[src/rtl/sevenseg_capture_pkg.sv]
// Shared definitions for the seven-segment capture block: FSM encoding,
// sample layout, idle constants and the segment decode table.
package sevenseg_capture_pkg;

    typedef enum logic [1:0] {
        ST_IDLE   = 2'd0,
        ST_SETTLE = 2'd1,
        ST_HELD   = 2'd2
    } state_t;

    localparam logic [3:0] ENABLE_IDLE  = 4'hF;
    localparam logic [6:0] SEGS_IDLE    = 7'h7F;
    localparam logic       DECIMAL_IDLE = 1'b1;

    typedef struct packed {
        logic [3:0] enable;
        logic [6:0] segs;
        logic       decimal;
    } sample_t;

    localparam sample_t SAMPLE_IDLE = '{
        enable:  ENABLE_IDLE,
        segs:    SEGS_IDLE,
        decimal: DECIMAL_IDLE
    };

    // Active-high gfedcba patterns; entry n is the glyph for hex value n.
    localparam logic [15:0][6:0] SEG_TABLE = {
        7'h71, 7'h79, 7'h5E, 7'h39, 7'h7C, 7'h77, 7'h6F, 7'h7F,
        7'h07, 7'h7D, 7'h6D, 7'h66, 7'h4F, 7'h5B, 7'h06, 7'h3F
    };

    function automatic logic one_low(input logic [3:0] en);
        logic hit;
        case (en)
            4'b1110, 4'b1101, 4'b1011, 4'b0111: hit = 1'b1;
            default:                            hit = 1'b0;
        endcase
        return hit;
    endfunction

    function automatic logic [1:0] low_index(input logic [3:0] en);
        logic [1:0] idx;
        casez (en)
            4'b???0: idx = 2'd0;
            4'b??01: idx = 2'd1;
            4'b?011: idx = 2'd2;
            default: idx = 2'd3;
        endcase
        return idx;
    endfunction

endpackage

[src/rtl/sevenseg_decode.sv]
// Maps an active-high gfedcba segment pattern to its hex nibble; any
// pattern outside the glyph table is flagged illegal.
module sevenseg_decode
    import sevenseg_capture_pkg::*;
(
    input  logic [6:0] pattern,
    output logic [3:0] nibble,
    output logic       illegal
);

    always_comb begin
        nibble  = 4'h0;
        illegal = 1'b1;
        for (int i = 0; i < 16; i++) begin
            if (pattern == SEG_TABLE[i]) begin
                nibble  = 4'(i);
                illegal = 1'b0;
            end
        end
    end

endmodule

[src/rtl/sevenseg_capture.sv]
// Recovers the four hex digits shown on a multiplexed, active-low
// seven-segment display by waiting for each scanned digit to be stable.
module sevenseg_capture
    import sevenseg_capture_pkg::*;
#(
    parameter int unsigned STABLE_CYCLES = 4
)
(
    input  logic        clk,
    input  logic        clr,
    input  logic [3:0]  enable,
    input  logic [6:0]  segs,
    input  logic        decimal,
    output logic [15:0] digits,
    output logic [3:0]  dp,
    output logic [3:0]  seen,
    output logic        digit_upd,
    output logic        frame_valid,
    output logic        err,
    output state_t      state
);

    localparam logic [7:0] STABLE = 8'(STABLE_CYCLES);

    sample_t    sample;
    sample_t    prev;
    logic [7:0] count;
    logic [7:0] count_nxt;
    logic [3:0] mask;
    logic [3:0] mask_nxt;
    logic       same;
    logic       idle;
    logic       multi;
    logic       multi_prev;
    logic [1:0] idx;
    logic [3:0] nibble;
    logic       illegal;

    always_ff @(posedge clk or negedge clr) begin
        if (!clr) begin
            sample <= SAMPLE_IDLE;
        end else begin
            sample <= {enable, segs, decimal};
        end
    end

    sevenseg_decode u_decode (
        .pattern (~sample.segs),
        .nibble  (nibble),
        .illegal (illegal)
    );

    always_comb begin
        same       = (sample == prev);
        idle       = (sample.enable == ENABLE_IDLE);
        multi      = !idle && !one_low(sample.enable);
        multi_prev = (prev.enable != ENABLE_IDLE) && !one_low(prev.enable);
        idx        = low_index(sample.enable);
        mask_nxt   = mask | (4'b0001 << idx);
        if (!same) begin
            count_nxt = 8'd1;
        end else if (count >= STABLE) begin
            count_nxt = STABLE;
        end else begin
            count_nxt = count + 8'd1;
        end
    end

    always_ff @(posedge clk or negedge clr) begin
        if (!clr) begin
            state       <= ST_IDLE;
            prev        <= SAMPLE_IDLE;
            count       <= 8'd0;
            mask        <= 4'h0;
            digits      <= 16'h0000;
            dp          <= 4'h0;
            seen        <= 4'h0;
            digit_upd   <= 1'b0;
            frame_valid <= 1'b0;
            err         <= 1'b0;
        end else begin
            prev        <= sample;
            count       <= count_nxt;
            digit_upd   <= 1'b0;
            frame_valid <= 1'b0;
            err         <= 1'b0;
            if (idle) begin
                state <= ST_IDLE;
            end else if (multi) begin
                // Only the first cycle of an overlapping-enable episode is reported.
                state <= ST_IDLE;
                err   <= !multi_prev;
            end else begin
                case (state)
                    ST_IDLE: begin
                        state <= ST_SETTLE;
                    end
                    ST_SETTLE: begin
                        if (count_nxt == STABLE) begin
                            state <= ST_HELD;
                            if (illegal) begin
                                err <= 1'b1;
                            end else begin
                                digits[{idx, 2'b00} +: 4] <= nibble;
                                dp[idx]                   <= ~sample.decimal;
                                seen[idx]                 <= 1'b1;
                                digit_upd                 <= 1'b1;
                                if (mask_nxt == 4'hF) begin
                                    frame_valid <= 1'b1;
                                    mask        <= 4'h0;
                                end else begin
                                    mask <= mask_nxt;
                                end
                            end
                        end
                    end
                    ST_HELD: begin
                        if (!same) begin
                            state <= ST_SETTLE;
                        end
                    end
                    default: begin
                        state <= ST_IDLE;
                    end
                endcase
            end
        end
    end

endmodule
[config.mk]
export PLATFORM = sky130hd
export DESIGN_NAME = sevenseg_capture
export DESIGN_NICKNAME = d
export VERILOG_FILES = /design/src/rtl/sevenseg_capture_pkg.sv /design/src/rtl/sevenseg_decode.sv /design/src/rtl/sevenseg_capture.sv
export SDC_FILE = /design/constraint.sdc
export NUM_CORES = 1
export LEC_CHECK = 0
export ABC_AREA = 1
export BUFFER_PORTS_ARGS = -buffer_cell sky130_fd_sc_hd__buf_2
export CORE_MARGIN = 3
export CORE_UTILIZATION = 45
export CTS_BUF_LIST = sky130_fd_sc_hd__clkbuf_4
export CTS_CLUSTER_DIAMETER = 200
export DETAILED_ROUTE_END_ITERATION = 7
export GPL_TIMING_DRIVEN = 0
export MAX_ROUTING_LAYER = met4
export PLACE_DENSITY = 0.65
export SYNTH_ARGS = -nofsm -noshare
export SYNTH_HDL_FRONTEND = slang
export SYNTH_HIERARCHICAL = 1
export SYNTH_SLANG_ARGS = --single-unit
[constraint.sdc]
create_clock -name clk -period 2.2 [get_ports clk]
set_input_delay 0.55 -clock clk [delete_from_list [all_inputs] [get_ports clk]]
set_output_delay 0.55 -clock clk [all_outputs]
set_load 0.01 [all_outputs]
After elaboration in Yosys (flattened, before gate mapping)
Cells that the tools add are included.

storage, ports and cells
  register bits = 65
  bits in latches = 0
  memory bits (writable) = 0
  ROM bits = 0
  bits of input ports = 14
  output and inout bits = 29
  memories = 0

cells by class
  $add $sub $neg = 2
  multipliers = 0
  divide/modulo/power cells = 0
  $lt $le $gt $ge = 3
  equal/unequal tests = 35
  shifts and indexed selects = 3
  multiplexer cells = 62
  bitwise logic cells = 8
  reduce and logical (&&, ||, !) cells = 12

operator list
  operator                                                           count
  == test 7 bit, second input constant                               12
  2-to-1 mux 1 bit                                                   36
  2-to-1 mux 4 bit                                                   9
  == test 4 bit, second input constant                               8
  bitwise mux 16 bit                                                 1
  2-to-1 mux 8 bit                                                   2
  variable shift 4 x 6 -> 16 bit, first input constant               1
  indexed part select 4 x 6 -> 16 bit                                1
  == test 7 x 3 -> 1 bit, second input constant                      2
  == test 7 x 6 -> 1 bit, second input constant                      2
  == test 12 bit                                                     1
  2-to-1 mux 2 bit                                                   6
  2-to-1 mux 3 bit                                                   4
  != test 4 bit, second input constant                               3
  one-hot mux 2 bit (3 select lines)                                 2
  adder 8 x 1 -> 8 bit, second input constant                        1
  == test 4 x 3 -> 1 bit, second input constant                      2
  == test 8 x 3 -> 1 bit, second input constant                      1
  greater-or-equal comparator 8 x 3 -> 1 bit, second input constant  1
  bitwise OR 4 bit                                                   2
  OR reduction 4 bit                                                 2
  NOT 7 bit                                                          1
  negation 4 -> 6 bit                                                1
  NOT 1 bit                                                          5
  13 further kinds                                                   19

Longest topological paths before layout
Gate-level depths: netlist of run 1.

  depth in word-level cells = 23
  depth in mapped cells = 14
  gate-level depth less buffers = 13

By module
Netlist of run 1, hierarchy kept.

modules (own cells, without submodules)
  module            instances  cells an instance  area each (µm²)
  sevenseg_capture  1          303                2,960.3
  sevenseg_decode   1          65                 306.5

Worst setup path before layout of run 1
No wires, ideal clock.

  path type = register -> register
  start point = reg sample[9] in the netlist's numbering
  end point = reg mask[0]
  library setup time = 130 ps
  arrival = 1,950 ps
  data required time = 2,070 ps
  setup slack = 120 ps
  stages on the path, launching flop included = 9
  path buffers = 0
  path through = dfstp_2 > inv_1 > o21ai_1 > ha_1 > nor2_1 > nor2_1 > o221ai_1 > nor2_2 > a21oi_2

between the ends
  cells in the longest elaborated chain, start to end = 7

ends and longest elaborated chain
  element                                                            RTL line                 RTL
  start: declaration                                                 sevenseg_capture.sv:25   sample_t sample;
  start signal: assignment                                           sevenseg_capture.sv:43   sample <= {enable, segs, decimal};
  branches (longest 7 deep; another with left shift 1 x 2 -> 4 bit)  n/a
  end signal: assignment                                             sevenseg_capture.sv:112  mask <= mask_nxt;
  end: declaration                                                   sevenseg_capture.sv:29   logic [3:0] mask;

Parallel ways; which one is timed is not known.
A chain may end at the register's enable or synchronous reset.

Worst setup path after layout of run 1
  start point = reg sample[7] in the netlist's numbering
  end point = reg digits[5]

between the ends
  cells in the longest elaborated chain, start to end = 20

ends and longest elaborated chain
  element                                             RTL line                 RTL
  branches (longest 20 deep; another with NOT 7 bit)  n/a
  end signal: indexed assignment                      sevenseg_capture.sv:104  digits[{idx, 2'b00} +: 4] <= nibble;
  end: declaration                                    sevenseg_capture.sv:14   output logic [15:0] digits,

Parallel ways; which one is timed is not known.

==> flow_metrics.env, run 1 <==
export IMPL_status="finished, final reports clean"
export IMPL_regArea_um2=1660
export IMPL_track_usage=0.167
export IMPL_fp_row_count=30
export IMPL_dpl_cell_area_um2=3610
export IMPL_dp_cells=510
export IMPL_clkSlewWorstSetupHoldPaths_ns=0.11
export IMPL_synth_top_area_share=0.314
export IMPL_synth_xor_area_frac=0.0107
export IMPL_finalNetCount=457
export IMPL_clockBufferDepth=2
export IMPL_hold_viol_final=0
export IMPL_numCtsBuffers=9
export IMPL_finalCriticalPeriod_ns=2.01
export IMPL_worst_pin_slew_ns=0.764
export IMPL_cts_root_buf="clkbuf_4"
export IMPL_grt_first_pass_wirelength_um=10800
export IMPL_fill_cells=656
export IMPL_first_iter_violations=79
export IMPL_setup_slack_ns=0.190
export IMPL_clock_latency_ns=0.40
export IMPL_path_max_fanout=10
export IMPL_fin_skew_ns=0.0173
export IMPL_cts_tree="done"
export IMPL_fin_cells=534
export IMPL_dpl_hpwl_um=4540
export IMPL_p_leak_nw=2.05
export IMPL_final_cell_area_um2=3860
export IMPL_synth_cell_type_count=32
export IMPL_wl_per_cell_um=11.5
export IMPL_period_share=0.913
export IMPL_vias_per_cell=4.61
export IMPL_synth_area_um2=3270
export IMPL_finalSetupViolCount=0
export IMPL_max_freq_mhz=498
export IMPL_wl_um=6150
export IMPL_ys_warn_count=6
export IMPL_multi_input_area_um2=1440
export IMPL_slew_headroom=0.491
export IMPL_dr_pass1_iters=4
export IMPL_n_antenna_cell=0
export IMPL_h_tree_depth=3
export IMPL_die_x_um=91.2
export IMPL_finish_utilization=0.559
export IMPL_p_per_area_nw_per_um2=581
export IMPL_hold_path_class="primary input to async pin"
export IMPL_p_total_mw=2.24
export IMPL_avgSynthCellArea_um2=8.88
export IMPL_synth_top_cell_by_area="dfrtp_1"
export IMPL_grt_max_degree=66
export IMPL_cts_sinks=65
export IMPL_num_vias=2463
export IMPL_postRouteAntennaNets=0
export IMPL_synth_top_cells_by_count="113 x nand2_1, 48 x nor2_1, 41 x dfrtp_1"
export IMPL_remaining_drc_errors=0
export IMPL_drive_gt1_frac=0.313
export IMPL_cp_end_kind="flip-flop"
export IMPL_muxShareOfSynthArea=0
export IMPL_grt_pass1_vias=2376
export IMPL_gp_congestion=0.832
export IMPL_synth_top_family_by_area="simple AND/OR/NAND/NOR gates"
export IMPL_synth_compound_area_frac=0.0306
export IMPL_async_flop_share=1.00
export IMPL_synth_ff_latch_count=65
export IMPL_post_place_ws_ns=-0.301
export IMPL_synth_cells=368
export IMPL_synthSimpleGateAreaFrac=0.343
export IMPL_worstSetupStartpointType="flip-flop"
export IMPL_ys_seq_area_frac=0.507
export IMPL_reg2reg_depth=11
export IMPL_drv_cap=0
export IMPL_top_level_ports=43
export IMPL_synth_ff_type="dfrtp_1"
export IMPL_coreArea_um2=6910
export IMPL_io_buffers=42
export IMPL_synth_most_common_cell="nand2_1"
export IMPL_yosys_area_share_adder=0.0383
export IMPL_die_area_um2=8320
export IMPL_cp_required_ns=2.53
export IMPL_areaGrowthSynthToFinish_pct=18.1
export IMPL_grt_ovfl_total=0
export IMPL_antenna_found_initial=0
export IMPL_start_util=0.473
export IMPL_finalMaxSlewViolations=0
export IMPL_arrival_ns=2.34
export IMPL_synth_edf_count=0
export IMPL_synth_area_leaders="dfrtp_1 31%, dfstp_2 19%, nand2_1 13%, nor2_1 5.5%, nand4_1 4.8%"
export IMPL_critical_path_class="flip-flop to flip-flop"
export IMPL_die_h_um=91.2
export IMPL_ir_drop_v=0.000341
[layer usage]
metal	up-vias	part of all wire	global-route usage
li1	1291	-	-
met1	1125	0.46	0.204
met2	40	0.49	0.265
met3	7	0.044	0.0514
met4	0	0.0089	0.0515
met5	-	0	-
[timing repair]
item	in CTS	in global routing
hold buffers	0	0
endpoints found under the setup margin	23	25
gates resized for setup	2	12
pin swaps	0	2
buffers inserted	0	8
[power by group]
part | internal, mW | leakage [nW] | switching, mW | total (mW)
Combinational | 0.0664 | 1.16 | 0.133 | 0.200
Clock | 0.379 | 0.0787 | 0.395 | 0.773
Sequential | 1.24 | 0.807 | 0.0242 | 1.27
[kinds of logic (layout without fill, tap and decap cells)]
family          Yosys count  count (layout)
flops                    65              65
fa+ha+maj                10              10
buf+inv                  49             115
other cells               1               5
compound gates           13              13
xor+xnor                  4               4
simple gates            226             226
[final timing paths]
| path | start | end | slack [ns] |
|---|---|---|---|
| min in group clk | enable[3] | sample[11]$_DFF_PN1_ | 0.23 |
| min | clr | state[0]$_DFFE_PN0P_ | 0.20 |
| max in group asynchronous | clr | digits[12]$_DFFE_PN0P_ | 1.48 |
| min reg2reg | sample[1]$_DFF_PN1_ | prev[1]$_DFF_PN1_ | 0.37 |
| max | sample[7]$_DFF_PN1_ | digits[5]$_DFFE_PN0P_ | 0.19 |
| max reg2reg | sample[7]$_DFF_PN1_ | digits[5]$_DFFE_PN0P_ | 0.19 |
[area by class of cell]
class,count,share of cell area
buffer,6,0.0195
clock buffer,12,0.0233
clock inverter,4,0.0113
inverter,43,0.0418
multi-input combinational,258,0.373
sequential,65,0.429
tap,96,0.0311
timing repair buffer,50,0.0707
[cell usage in the layout, fill, tap and decap left out, types with 4 or more instances in the layout]
master    synthesis  layout
a21oi_2           5       5
nand2_1         113     113
inv_2             3       5
xnor2_1           4       4
nand4_1          25      25
nor2_1           48      46
nand3_1           9       9
buf_2             2      42
dfstp_2          24      24
dfrtp_1          41      41
conb_1            1       5
nor2_2            6       5
inv_1            40      38
nand2_2           5       5
buf_4             0       9
nor2_4            4       7
clkbuf_4          0      13
nand3_4           8       8
ha_1             10       9
[worst max-delay path: stages, from the launching register on]
cell and delay, ns:
dfstp_2 0.55, inv_1 0.10, nand2_1 0.08, nand2_1 0.05, nor2_1 0.10, nand2_1 0.09
nor2_4 0.18, nand4_1 0.17, nor2_4 0.17, buf_2 0.24, nand4_1 0.14, nand2_1 0.09
[flip-flops by register name, indices dropped and copies added (netlist names)]
name	flops
count	8
digit_upd	1
digits	16
dp	4
err	1
frame_valid	1
mask	4
prev	12
sample	12
seen	4
state	2
[per-stage QoR]
step	TNS, ns	hold slack (ns)
after global placement	-1.88	0.364
after CTS	0	0.209
after global routing	-0.00240	0.184
final	0	0.204
after floorplan	0	0.254
after detailed placement	-2.87	0.366
Note: power is estimated with default switching activity, not from simulation.
==> inputs of run 2 (changes only) <==
ABC_AREA = not set   (was 1)
PLACE_DENSITY = 0.63   (was 0.65)
clock period = 2.25 ns   (was 2.2 ns; I/O delays follow)
==> run 2 against run 1 <==
The run now ends with setup timing left; highest routed layer unchanged; wire length decreased by 0.86%; largest cell class unchanged; critical path type unchanged; fmax fell by 20%; sequential power about the same; global-route usage grew 1.0 points; die area down 5.6%; flip-flop and latch count unchanged; register-to-register slack lost 0.44 ns.
==> flow_metrics.env, run 2 <==
export IMPL_status="finished, violations left"
export IMPL_violations="setup timing"
export IMPL_wl_per_cell_um=13.6
export IMPL_dpl_hpwl_um=4010
export IMPL_avgSynthCellArea_um2=10.7
export IMPL_gp_congestion=0.867
export IMPL_reg2reg_from="sample[4]$_DFF_PN1_"
export IMPL_io_buffers=42
export IMPL_die_area_um2=7860
export IMPL_hold_viol_final=0
export IMPL_arrival_ns=2.81
export IMPL_numCtsBuffers=9
export IMPL_p_per_area_nw_per_um2=570
export IMPL_synth_cells=288
export IMPL_grt_max_degree=37
export IMPL_path_max_fanout=6
export IMPL_ff2ff_setup_slack_ns=-0.25
export IMPL_yosys_area_share_adder=0.0505
export IMPL_synth_edf_count=0
export IMPL_synth_top_cell_by_area="dfrtp_1"
export IMPL_track_usage=0.177
export IMPL_reg_top3="digits (16), prev (12), sample (12)"
export IMPL_h_tree_depth=3
export IMPL_synth_top_cells_by_count="41 x dfrtp_1, 40 x inv_1, 27 x nand2_1"
export IMPL_synthSimpleGateAreaFrac=0.173
export IMPL_top_level_ports=43
export IMPL_use_met2=0.271
export IMPL_dr_pass1_iters=4
export IMPL_cp_end_kind="flip-flop"
export IMPL_final_cell_mix="44 x buf_2, 41 x dfrtp_1, 34 x inv_1, 27 x nand2_1, 24 x dfstp_2"
export IMPL_num_vias=2220
export IMPL_regMostFlops="digits"
export IMPL_fp_row_count=29
export IMPL_p_leak_nw=1.92
export IMPL_slew_headroom=0.539
export IMPL_finalMaxSlewViolations=0
export IMPL_synth_ff_type="dfrtp_1"
export IMPL_fin_skew_ns=0.00766
export IMPL_synth_compound_area_frac=0.0643
export IMPL_die_h_um=88.6
export IMPL_largest_register_ff_count=16
export IMPL_switching_share=0.246
export IMPL_gr_usage_met1=0.222
export IMPL_clkSlewWorstSetupHoldPaths_ns=0.10
export IMPL_clock_latency_ns=0.40
export IMPL_critical_path_class="flip-flop to flip-flop"
export IMPL_clockBufferDepth=2
export IMPL_dp_cells=412
export IMPL_antenna_found_initial=0
export IMPL_endpoint="err$_DFF_PN0_"
export IMPL_drive_gt1_frac=0.405
export IMPL_start_util=0.473
export IMPL_coreArea_um2=6490
export IMPL_comb_power_share=0.110
export IMPL_ys_warn_count=6
export IMPL_synth_area_um2=3070
export IMPL_synth_top_area_share=0.334
export IMPL_postRouteAntennaNets=0
export IMPL_worstSetupStartpoint="sample[4]$_DFF_PN1_"
export IMPL_period_share=1.11
export IMPL_n_antenna_cell=0
export IMPL_reg2reg_depth=12
export IMPL_worstSetupStartpointType="flip-flop"
export IMPL_cts_tree="done"
export IMPL_cts_sinks=65
export IMPL_synth_ff_latch_count=65
export IMPL_r2r_end="err$_DFF_PN0_"
export IMPL_muxShareOfSynthArea=0.0651
export IMPL_regArea_um2=1660
export IMPL_multi_input_area_um2=1410
export IMPL_synth_cell_type_count=45
export IMPL_worst_pin_slew_ns=0.691
export IMPL_finalNetCount=389
export IMPL_grt_ovfl_total=0
export IMPL_grt_use_met3=0.0615
export IMPL_fin_cells=447
export IMPL_synth_area_leaders="dfrtp_1 33%, dfstp_2 21%, mux2i_1 6.5%, inv_1 4.9%, ha_1 4.1%"
export IMPL_p_int_mw=1.70
export IMPL_max_freq_mhz=400
export IMPL_grt_first_pass_wirelength_um=10300
export IMPL_ir_drop_v=0.000510
export IMPL_post_place_ws_ns=-0.402
export IMPL_areaGrowthSynthToFinish_pct=28.6
export IMPL_vias_per_cell=4.97
export IMPL_clkPwrFrac=0.339
export IMPL_synth_most_common_cell="dfrtp_1"
export IMPL_busiest_layer="met2"
export IMPL_grt_setup_unrepaired="true"
export IMPL_synth_top_family_by_area="simple AND/OR/NAND/NOR gates"
export IMPL_first_iter_violations=88
export IMPL_synth_xor_area_frac=0.0399
export IMPL_hold_path_class="primary input to async pin"
export IMPL_finalCriticalPeriod_ns=2.50
export IMPL_finalSetupViolCount=28
export IMPL_cts_root_buf="clkbuf_4"
export IMPL_fill_cells=549
export IMPL_final_common_cell="buf_2"
export IMPL_setup_slack_ns=-0.250
export IMPL_wl_um=6100
export IMPL_remaining_drc_errors=0
export IMPL_ys_seq_area_frac=0.539
export IMPL_drv_cap=0
export IMPL_sequentialPowerShare=0.550
export IMPL_async_flop_share=1.00
export IMPL_grt_pass1_vias=2195
export IMPL_die_x_um=88.6
export IMPL_switchingPower_uw=553
export IMPL_cp_required_ns=2.56
[run 2: worst min path at each step]
stage,to,start,cells after the start,slack (ns)
floorplan,count[0]$_DFF_PN0_,clr,0,0.27
global placement,prev[11]$_DFF_PN1_,sample[11]$_DFF_PN1_,0,0.35
detailed placement,prev[11]$_DFF_PN1_,sample[11]$_DFF_PN1_,0,0.36
CTS,mask[0]$_DFFE_PN0P_,clr,1,0.20
global route,sample[11]$_DFF_PN1_,enable[3],1,0.19
finish,dp[2]$_DFFE_PN0P_,clr,1,0.19
[run 2: cells by family after synthesis]
| kind of cell | after synthesis |
|---|---|
| XOR/XNOR | 14 |
| buffers and inverters | 51 |
| AND/OR/NAND/NOR | 92 |
| flip-flops | 65 |
| AO/OA/AOI/OAI | 32 |
| multiplexers | 20 |
| other | 1 |
| adder cells (fa/ha/maj) | 13 |
[run 2: per-layer routing]
layer  share of wire  up-vias
met4           0.015        0
met3           0.049       12
met5               0        -
met1            0.47     1043
li1                -     1110
met2            0.46       55
[run 2: cell type report]
| cell class | count | share of cell area |
|---|---|---|
| Tap cell | 77 | 0.0244 |
| Clock inverter | 4 | 0.0114 |
| Clock buffer | 12 | 0.0228 |
| Multi-Input combinational cell | 176 | 0.358 |
| Buffer | 9 | 0.0244 |
| Sequential cell | 65 | 0.419 |
| Timing Repair Buffer | 64 | 0.101 |
| Inverter | 40 | 0.0393 |
[run 2: worst max-delay path, cell delays in order (launching register included)]
cell and delay [ns]:
dfstp_2 0.57, inv_4 0.05, buf_6 0.12, buf_4 0.13
and3_1 0.15, o21ai_0 0.18, a21oi_1 0.11, nor4_2 0.26
inv_1 0.11, maj3_2 0.31, a21oi_2 0.15, o2bb2ai_2 0.07
a221oi_2 0.19
[run 2: power by group through the flow]
stage          logic, mW  clock network [mW]  registers (mW)
6_report           0.248               0.764            1.24
5_1_grt            0.276               0.852            1.24
4_1_cts            0.232               0.795            1.24
3_5_place_dp       0.197                   0            1.26
3_3_place_gp       0.190                   0            1.26
2_1_floorplan      0.126                   0            1.26
[run 2: what timing repair did]
action	4_1_cts	5_1_grt
hold buffers	0	0
resized for setup	31	18
setup endpoints to repair	31	32
setup buffers	13	7
hold endpoints to repair	0	0
pin swaps	7	13
gates cloned	1	0
[run 2: metrics by stage]
step	util	instance area (µm²)	total power [mW]	hold slack, ns	setup TNS [ns]
after floorplan	-	3160	1.38	0.267	-0.842
after global placement	0.534	3470	1.45	0.354	-9.31
after detailed placement	0.537	3490	1.46	0.358	-9.64
after CTS	0.594	3860	2.26	0.205	-4.45
after global routing	0.608	3950	2.37	0.186	-6.42
final	0.608	3950	2.25	0.189	-2.78
==> inputs of run 3 (changes only) <==
CTS_CLUSTER_SIZE = 12   (was not set)
SYNTH_HIERARCHICAL = not set   (was 1)
==> run 3 against run 2 <==
The flow still finishes with violations (setup timing); power is 11% higher; die area is 6.5% higher; hold slack better by 0.028 ns; count of clock-buffer cells in the layout is 2 lower; core utilization is 1.9 points lower; first-iteration DRC count is 81% higher; synthesized cell count is 1.4% lower; fmax is 10% higher; highest routed layer unchanged.
==> flow_metrics.env, run 3 <==
export IMPL_status="finished, violations left"
export IMPL_violations="setup timing"
export IMPL_use_met2=0.260
export IMPL_synth_area_um2=3290
export IMPL_top_level_ports=43
export IMPL_start_util=0.473
export IMPL_p_int_mw=1.89
export IMPL_cp_required_ns=2.54
export IMPL_finish_utilization=0.589
export IMPL_grt_setup_unrepaired="true"
export IMPL_hold_viol_final=0
export IMPL_period_share=1.01
export IMPL_slowest_stage="a311o_2"
export IMPL_numCtsBuffers=9
export IMPL_clkPwrFrac=0.399
export IMPL_busiest_layer="met2"
export IMPL_async_flop_share=1.00
export IMPL_ir_drop_v=0.000345
export IMPL_track_usage=0.179
export IMPL_first_iter_violations=159
export IMPL_path_max_fanout=8
export IMPL_switching_share=0.243
export IMPL_cp_cell_sequence="inv_1 > ha_1 > nand3b_1 > a41oi_4 > buf_4 > nand3_1 > a311o_2 > mux2i_1"
export IMPL_slowest_delay_ns=0.41
export IMPL_worstSetupStartpointType="flip-flop"
export IMPL_synth_edf_count=0
export IMPL_hold_path_class="primary input to async pin"
export IMPL_critical_path_class="flip-flop to flip-flop"
export IMPL_die_area_um2=8360
export IMPL_synth_cells=284
export IMPL_path_delay_family="compound AO/OA/AOI/OAI gates"
export IMPL_finalSetupViolCount=1
export IMPL_ys_seq_area_frac=0.504
export IMPL_coreArea_um2=6940
export IMPL_synth_ff_type="dfrtp_1"
export IMPL_final_common_cell="buf_2"
export IMPL_fp_row_count=30
export IMPL_arrival_ns=2.56
export IMPL_max_freq_mhz=441
export IMPL_antenna_found_initial=0
export IMPL_critPathBufInv=2
export IMPL_grt_first_pass_wirelength_um=11500
export IMPL_h_tree_depth=3
export IMPL_wl_um=6860
export IMPL_synth_area_leaders="dfrtp_1 31%, dfstp_2 19%, mux2i_1 6.1%, a311oi_4 4.0%, ha_1 3.8%"
export IMPL_grt_max_degree=66
export IMPL_synth_ff_latch_count=65
export IMPL_reg_top3="digits (16), prev (12), sample (12)"
export IMPL_post_place_ws_ns=-0.366
export IMPL_setup_slack_ns=-0.0160
export IMPL_gp_congestion=0.901
export IMPL_io_buffers=42
export IMPL_sequentialPowerShare=0.499
export IMPL_cts_root_buf="clkbuf_4"
export IMPL_finalNetCount=382
export IMPL_n_antenna_cell=0
export IMPL_avgSynthCellArea_um2=11.6
export IMPL_gr_usage_met1=0.234
export IMPL_clkSlewWorstSetupHoldPaths_ns=0.11
export IMPL_drv_cap=0
export IMPL_drive_gt1_frac=0.383
export IMPL_dpl_hpwl_um=4510
export IMPL_postRouteAntennaNets=0
export IMPL_cts_tree="done"
export IMPL_synth_top_area_share=0.312
export IMPL_areaGrowthSynthToFinish_pct=24.5
export IMPL_vias_per_cell=5.21
export IMPL_die_h_um=91.5
export IMPL_dpl_cell_area_um2=3630
export IMPL_num_vias=2390
export IMPL_largest_register_ff_count=16
export IMPL_ys_warn_count=0
export IMPL_fin_cells=459
export IMPL_slew_headroom=0.381
export IMPL_synth_top_cells_by_count="41 x dfrtp_1, 32 x inv_1, 24 x dfstp_2"
export IMPL_comb_power_share=0.102
export IMPL_dp_cells=426
export IMPL_switchingPower_uw=604
export IMPL_grt_pass1_vias=2342
export IMPL_synth_cell_type_count=58
export IMPL_p_total_mw=2.49
export IMPL_grt_use_met3=0.0472
export IMPL_wl_per_cell_um=15.0
export IMPL_final_cell_mix="42 x buf_2, 41 x dfrtp_1, 32 x inv_1, 24 x dfstp_2, 20 x mux2i_1"
export IMPL_dr_pass1_iters=4
export IMPL_remaining_drc_errors=0
export IMPL_finalCriticalPeriod_ns=2.27
export IMPL_finalMaxSlewViolations=0
export IMPL_clock_latency_ns=0.42
export IMPL_synth_most_common_cell="dfrtp_1"
export IMPL_p_per_area_nw_per_um2=609
export IMPL_final_cell_area_um2=4090
export IMPL_clockBufferDepth=2
export IMPL_p_leak_nw=1.88
export IMPL_fin_skew_ns=0.0215
export IMPL_cts_sinks=65
export IMPL_cp_end_kind="flip-flop"
export IMPL_die_x_um=91.5
export IMPL_grt_ovfl_total=0
export IMPL_regMostFlops="digits"
export IMPL_worst_pin_slew_ns=0.916
export IMPL_synth_top_cell_by_area="dfrtp_1"
==> run 3: cell types whose count changed after synthesis, moves of 8 or more <==
cell / before / now
nand2_1: 27 / 15
xnor2_1: 14 / 2
inv_1: 40 / 32
a21oi_1: 13 / 3
xor2_1: 0 / 12
==> run 3: cell type report <==
type                    count  area, µm²
fillers                   583       2850
flip-flops and latches     65       1660
multi-input cells         181       1550
repair buffers             59        360
inverters                  32        120
well taps                  96        120
clock inverters             6        106
plain buffers              10        103
clock buffers              10       75.1
==> run 3: power by group through the flow <==
stage / sequential (mW) / combinational, mW / clock (mW)
after floorplan: 1.26 / 0.140 / 0
after global placement: 1.26 / 0.206 / 0
final: 1.24 / 0.255 / 0.993
after global routing: 1.25 / 0.279 / 1.08
after CTS: 1.24 / 0.234 / 1.02
after detailed placement: 1.26 / 0.210 / 0
==> run 3: cells by family (layout without fill, tap and decap cells) <==
kind of cell,Yosys count,in the layout,synth area share
other cells,1,5,0.00114
mux,21,21,0.0644
flops,65,65,0.504
buf+inv,43,117,0.0663
fa+ha+maj,12,12,0.0442
xor+xnor,14,14,0.0373
compound gates,48,49,0.142
simple gates,80,80,0.140
==> run 3: metrics by stage <==
| stage | hold slack (ns) | TNS (ns) |
|---|---|---|
| finish | 0.217 | -0.0160 |
| detailed placement | 0.356 | -7.47 |
| global placement | 0.355 | -7.71 |
| global route | 0.195 | -2.18 |
| floorplan | 0.267 | 0 |
| CTS | 0.223 | 0 |
==> run 3: timing repair <==
action / in CTS / in global routing
gates resized for setup: 11 / 10
hold endpoints to repair: 0 / 0
hold buffers: 0 / 0
setup buffers: 8 / 9
gates cloned: 1 / 0
pin swaps: 11 / 10
setup endpoints to repair: 30 / 28
==> run 3: per-layer routing <==
metal | wire length, µm | share of wire
met1 | 3140 | 0.46
met2 | 3220 | 0.47
met5 | 0 | 0
met3 | 293 | 0.043
met4 | 204 | 0.030
==> run 3: final timing paths <==
| check | start | end | slack, ns | depth (start not counted) |
|---|---|---|---|---|
| setup / recovery | count[0]$_DFF_PN0_ | dp[0]$_DFFE_PN0P_ | -0.02 | 8 |
| hold / removal | clr | digits[9]$_DFFE_PN0P_ | 0.22 | 1 |
| setup reg to reg | count[0]$_DFF_PN0_ | dp[0]$_DFFE_PN0P_ | -0.02 | 8 |
| hold reg to reg | sample[10]$_DFF_PN1_ | prev[10]$_DFF_PN1_ | 0.37 | 0 |
| max in group asynchronous | clr | dp[1]$_DFFE_PN0P_ | 1.48 | 1 |
| min in group clk | segs[6] | sample[7]$_DFF_PN1_ | 0.24 | 1 |
==> run 3: worst register-to-register path, delay by kind of cell (launching register included) <==
| kind | cells | cell delay [ns] |
|---|---|---|
| AND/OR/NAND/NOR | 2 | 0.31 |
| flip-flops | 1 | 0.39 |
| multiplexers | 1 | 0.13 |
| buffers and inverters | 2 | 0.25 |
| adder cells (fa/ha/maj) | 1 | 0.28 |
| AO/OA/AOI/OAI | 2 | 0.81 |
